$ cat config.mk
export PLATFORM = sky130hd
export DESIGN_NAME = mem_port_arbiter
export DESIGN_NICKNAME = d
export VERILOG_FILES = /design/src/rtl/mem_port_arbiter.sv
export SDC_FILE = /design/constraint.sdc
export NUM_CORES = 1
export LEC_CHECK = 0
export CAP_MARGIN = 20
export CELL_PAD_IN_SITES_DETAIL_PLACEMENT = 1
export CELL_PAD_IN_SITES_GLOBAL_PLACEMENT = 1
export CORE_ASPECT_RATIO = 2
export CORE_MARGIN = 2
export CORE_UTILIZATION = 11
export DETAILED_ROUTE_END_ITERATION = 8
export PLACE_DENSITY_LB_ADDON = 0.3
export SYNTH_ARGS = -nofsm -noshare
export SYNTH_HDL_FRONTEND = slang
export SYNTH_SLANG_ARGS = --single-unit
$ cat constraint.sdc
create_clock -name cpu_clk_50M -period 3 [get_ports cpu_clk_50M]
set_clock_uncertainty 0.05 [all_clocks]
set_input_delay 0.3 -clock cpu_clk_50M [delete_from_list [all_inputs] [get_ports cpu_clk_50M]]
set_output_delay 0.3 -clock cpu_clk_50M [all_outputs]
set_load 0.01 [all_outputs]
$ cat src/rtl/mem_port_arbiter.sv
// Shares one synchronous SRAM port between the IF and MEM requesters, with fixed read latency.
// Build option: define ARB_RR_EN for round-robin arbitration (default is data-over-inst priority).
module mem_port_arbiter #(
    parameter int unsigned RD_LAT = 2,
    parameter int unsigned ADDR_W = 32,
    parameter int unsigned DATA_W = 32
) (
    input  logic              cpu_clk_50M,
    input  logic              cpu_rst,
    input  logic              i_req,
    input  logic [ADDR_W-1:0] i_addr,
    output logic              i_gnt,
    output logic              i_rvalid,
    output logic [DATA_W-1:0] i_rdata,
    input  logic              d_req,
    input  logic [3:0]        d_we,
    input  logic [ADDR_W-1:0] d_addr,
    input  logic [DATA_W-1:0] d_wdata,
    output logic              d_gnt,
    output logic              d_rvalid,
    output logic [DATA_W-1:0] d_rdata,
    output logic              m_ce,
    output logic [3:0]        m_we,
    output logic [ADDR_W-1:0] m_addr,
    output logic [DATA_W-1:0] m_wdata,
    input  logic [DATA_W-1:0] m_rdata,
    output logic              stallreq_arb
);

    typedef enum logic [0:0] {StIdle, StRdWait} state_e;

    localparam logic [2:0] CntInit = 3'(RD_LAT - 1);

    state_e     state_q, state_d;
    logic [2:0] cnt_q, cnt_d;
    logic       own_q, own_d;   // 0 = inst, 1 = data
    logic       rsp_q, rsp_d;   // m_rdata is valid this cycle
    logic       can_grant;
    logic       pick_data;
    logic       d_rd_gnt;
    logic       rd_gnt;
    logic       rsp_v;

`ifdef ARB_RR_EN
    logic last_q, last_d;       // 1 = data won the most recent grant

    // On a tie, the side that did not win last goes first.
    always_comb begin
        pick_data = d_req & (~i_req | ~last_q);
        last_d    = last_q;
        if (i_gnt | d_gnt) begin
            last_d = d_gnt;
        end
    end
`else
    always_comb begin
        pick_data = d_req;
    end
`endif

    always_comb begin
        can_grant = ~cpu_rst & (state_q == StIdle);
        d_gnt     = can_grant & pick_data;
        i_gnt     = can_grant & i_req & ~pick_data;
        d_rd_gnt  = d_gnt & (d_we == 4'b0000);
        rd_gnt    = i_gnt | d_rd_gnt;
    end

    always_comb begin
        state_d = state_q;
        cnt_d   = cnt_q;
        own_d   = own_q;
        rsp_d   = 1'b0;
        unique case (state_q)
            StIdle: begin
                if (rd_gnt) begin
                    // own_q still routes any response in this same cycle
                    own_d = d_rd_gnt;
                    if (RD_LAT == 1) begin
                        rsp_d = 1'b1;
                    end else begin
                        state_d = StRdWait;
                        cnt_d   = CntInit;
                    end
                end
            end
            StRdWait: begin
                cnt_d = cnt_q - 3'd1;
                if (cnt_q == 3'd1) begin
                    state_d = StIdle;
                    rsp_d   = 1'b1;
                end
            end
            default: state_d = StIdle;
        endcase
    end

    always_ff @(posedge cpu_clk_50M) begin
        if (cpu_rst) begin
            state_q <= StIdle;
            cnt_q   <= 3'd0;
            own_q   <= 1'b0;
            rsp_q   <= 1'b0;
`ifdef ARB_RR_EN
            last_q  <= 1'b0;
`endif
        end else begin
            state_q <= state_d;
            cnt_q   <= cnt_d;
            own_q   <= own_d;
            rsp_q   <= rsp_d;
`ifdef ARB_RR_EN
            last_q  <= last_d;
`endif
        end
    end

    always_comb begin
        m_ce    = i_gnt | d_gnt;
        m_we    = d_gnt ? d_we : 4'b0000;
        m_wdata = d_gnt ? d_wdata : '0;
        if (d_gnt) begin
            m_addr = d_addr;
        end else if (i_gnt) begin
            m_addr = i_addr;
        end else begin
            m_addr = '0;
        end
    end

    always_comb begin
        rsp_v        = rsp_q & ~cpu_rst;
        i_rvalid     = rsp_v & ~own_q;
        d_rvalid     = rsp_v & own_q;
        i_rdata      = i_rvalid ? m_rdata : '0;
        d_rdata      = d_rvalid ? m_rdata : '0;
        stallreq_arb = (i_req & ~i_gnt) | (d_req & ~d_gnt);
    end

endmodule

==> results.py <==
metrics = {
    "drt": {
        "final_antenna_net_count": 0,
        "wire_per_inst_um": 16.1,
        "drt_iter0_drc": 45,
        "firstDrtPassIters": 4,
        "remaining_drc_errors": 0,
        "routed-via-count": 2558,
        "viasPerCell": 4.24,
        "wirelength_um": 9690,
    },
    "worst_setup_path": {
        "worstSetupPathType": "primary input to output pin",
        "cp-end-kind": "output pin",
        "critPathMaxStageDelay_ns": 0.49,
        "cp_common_cell": "clkdlybuf4s50_1",
        "cp_top_family": "buffers and inverters",
        "path_max_fanout": 37,
        "path_buf_inv": 4,
        "crit_chain": "clkdlybuf4s50_1 -> nor2_1 -> buf_4 -> inv_1 -> maj3_1 -> clkdlybuf4s50_1",
        "critPathRequiredTime_ns": 2.65,
        "startpoint_type": "primary input",
        "critical_path.slowest_cell": "clkdlybuf4s50_1",
        "crit_arrival_ns": 2.20,
    },
    "place": {
        "portBuffers": 273,
        "post_dp_cell_area_sq_um": 4260,
        "dp.final_hpwl_um": 8300,
        "gp_congestion": 0.829,
    },
    "logic_synthesis": {
        "synth_cell_type_count": 26,
        "yosysWarnings": 0,
        "synth-edff-count": 0,
        "async_reset_ff_share_pct": 0,
        "synth_cells": 195,
        "ys_seq_area_share_pct": 8.79,
        "syn_nets": 333,
        "syn_area_per_cell_sq_um": 7.01,
        "ys_seq_elements": 6,
        "synthFlopType": "dfxtp_1",
        "syn_area_sq_um": 1370,
    },
    "cells_and_area": {
        "final_cell_mix": "273 x clkdlybuf4s50_1, 64 x and2_1, 36 x and3_1",
        "fin_area_sq_um": 4340,
        "drive_above_1_share_pct": 3.95,
        "areaGrowthSynthToFinish_pct": 218,
        "final_common_cell": "clkdlybuf4s50_1",
        "nets": 596,
        "antenna_cells": 0,
    },
    "pwr": {
        "ir_drop_uv": 160,
        "p_leak_nw": 1.74,
        "pwr_density_cell_nw_per_um2": 172,
        "fin_total_pwr_mw": 0.745,
    },
    "clock_network": {
        "cts_tree": "built",
        "postCtsHoldBufs": 0,
        "clock_tree.htree_level_count": 1,
        "cts_made_buffers": 3,
        "postCtsSetupRepairBufs": 0,
        "ctsRootBufferMaster": "clkbuf_16",
        "clkTransAtPathRegs_ns": 0.03,
        "clk_latency_ns": 0.23,
        "max-clock-path-buffers": 2,
        "cts-resized-gates": 0,
        "numClockSinks": 6,
    },
    "floorplanning": {
        "die-area_sq_um": 13400,
        "num_rows": 57,
        "start_util_pct": 11.3,
        "ios": 274,
        "core_area_sq_um": 12100,
        "die_w_um": 82.8,
        "die_y_um": 162,
    },
    "global_route": {
        "grt_pass1_wl_um": 14700,
        "grt_overflow": 0,
        "grt_pass1_vias": 2702,
        "grt_max_degree": 40,
        "grt_util_all_layers_pct": 13.7,
        "antenna_found_initial": 1,
    },
    "timing": {
        "final_max_slew_viol_count": 0,
        "setup_violations": 0,
        "tns_ns": 0,
        "final_hold_viol_count": 0,
        "tightest_slew_ns": 0.331,
        "slew_headroom_pct": 77.9,
        "period_needed_ns": 2.55,
        "rsz0062_at_grt": "false",
        "fin_crit_sh_pct": 85.0,
        "fmax_mhz": 392,
    },
    "job": {
        "drv_cap": 0,
    },
    "worst_hold_path": {
        "worst_hold_path_type": "flop to flop",
    },
    "run_status": {
        "status": "finished, final reports clean",
    },
}
## final timing paths
path	start	slack [ns]	depth (start not counted)	end
setup / recovery	cpu_rst	0.45	6	stallreq_arb
hold / removal	cnt_q[0]	0.45	2	cnt_q[0]
setup reg to reg	state_q	1.53	4	own_q
hold reg to reg	cnt_q[0]	0.45	2	cnt_q[0]
## flip-flops by register name (all words and copies together) (netlist names)
register	cells
cnt_q	3
own_q	1
state_q	1
rsp_q	1
## per-stage QoR
stage                     instances  setup WS (ns)  utilization (%)  hold WS [ns]
after floorplan                 195           1.44                -         0.407
after global placement          600          0.429             35.2         0.439
after detailed placement        600          0.430             35.2         0.448
after CTS                       603          0.403             35.8         0.454
after global routing            603          0.334             35.8         0.481
final                           603          0.451             35.8         0.453
## power breakdown
part           switching [mW]  internal, mW
Combinational           0.141         0.294
Clock                  0.0472         0.171
Sequential            0.00654        0.0857
Total                   0.194         0.551
## cell families (layout without fill, tap and decap cells)
group	count (synthesis)	after routing	share of synthesized area, %
adders and majority gates	3	3	2.56
AOI/OAI and AO/OA	40	40	24.9
and+or+nand+nor	117	117	53.8
buffers and inverters	29	290	9.89
DFF	6	6	8.79
## cells in the mapped netlist, types with 2 or more instances
master	instances	share of area, %
a22o_1	32	21
and2_1	64	29
ha_1	2	1.8
dfxtp_1	6	8.8
inv_1	5	1.4
nand3b_1	2	1.1
nand2b_1	3	1.4
o2111ai_1	2	1.3
clkbuf_1	12	3.3
a21oi_1	2	0.73
buf_4	5	2.7
and3_1	36	16
nor3_2	3	2.2
nor2_1	5	1.4
buf_2	5	1.8
## metal layers
layer / routed length [um] / GRT usage, % / up-vias
met2: 4930 / 25.6 / 211
met1: 3380 / 13.6 / 1113
met3: 1010 / 4.55 / 20
li1: - / - / 1212
met5: 20 / 0 / -
met4: 354 / 5.59 / 2
## worst reg2reg max path, cell delays in order, from the launching register on
cell and delay (ns):
dfxtp_1 0.39, nor2_1 0.21, buf_4 0.32, inv_1 0.13, o32ai_1 0.26
## cell type report
type	instances	area (sq um)
fillers	1455	7780
inverters	6	22.5
flip-flops and latches	6	120
clock buffers	3	75.1
repair buffers	281	2820
well taps	147	184
multi-input cells	160	1120
(Power assumes the default switching activity.)
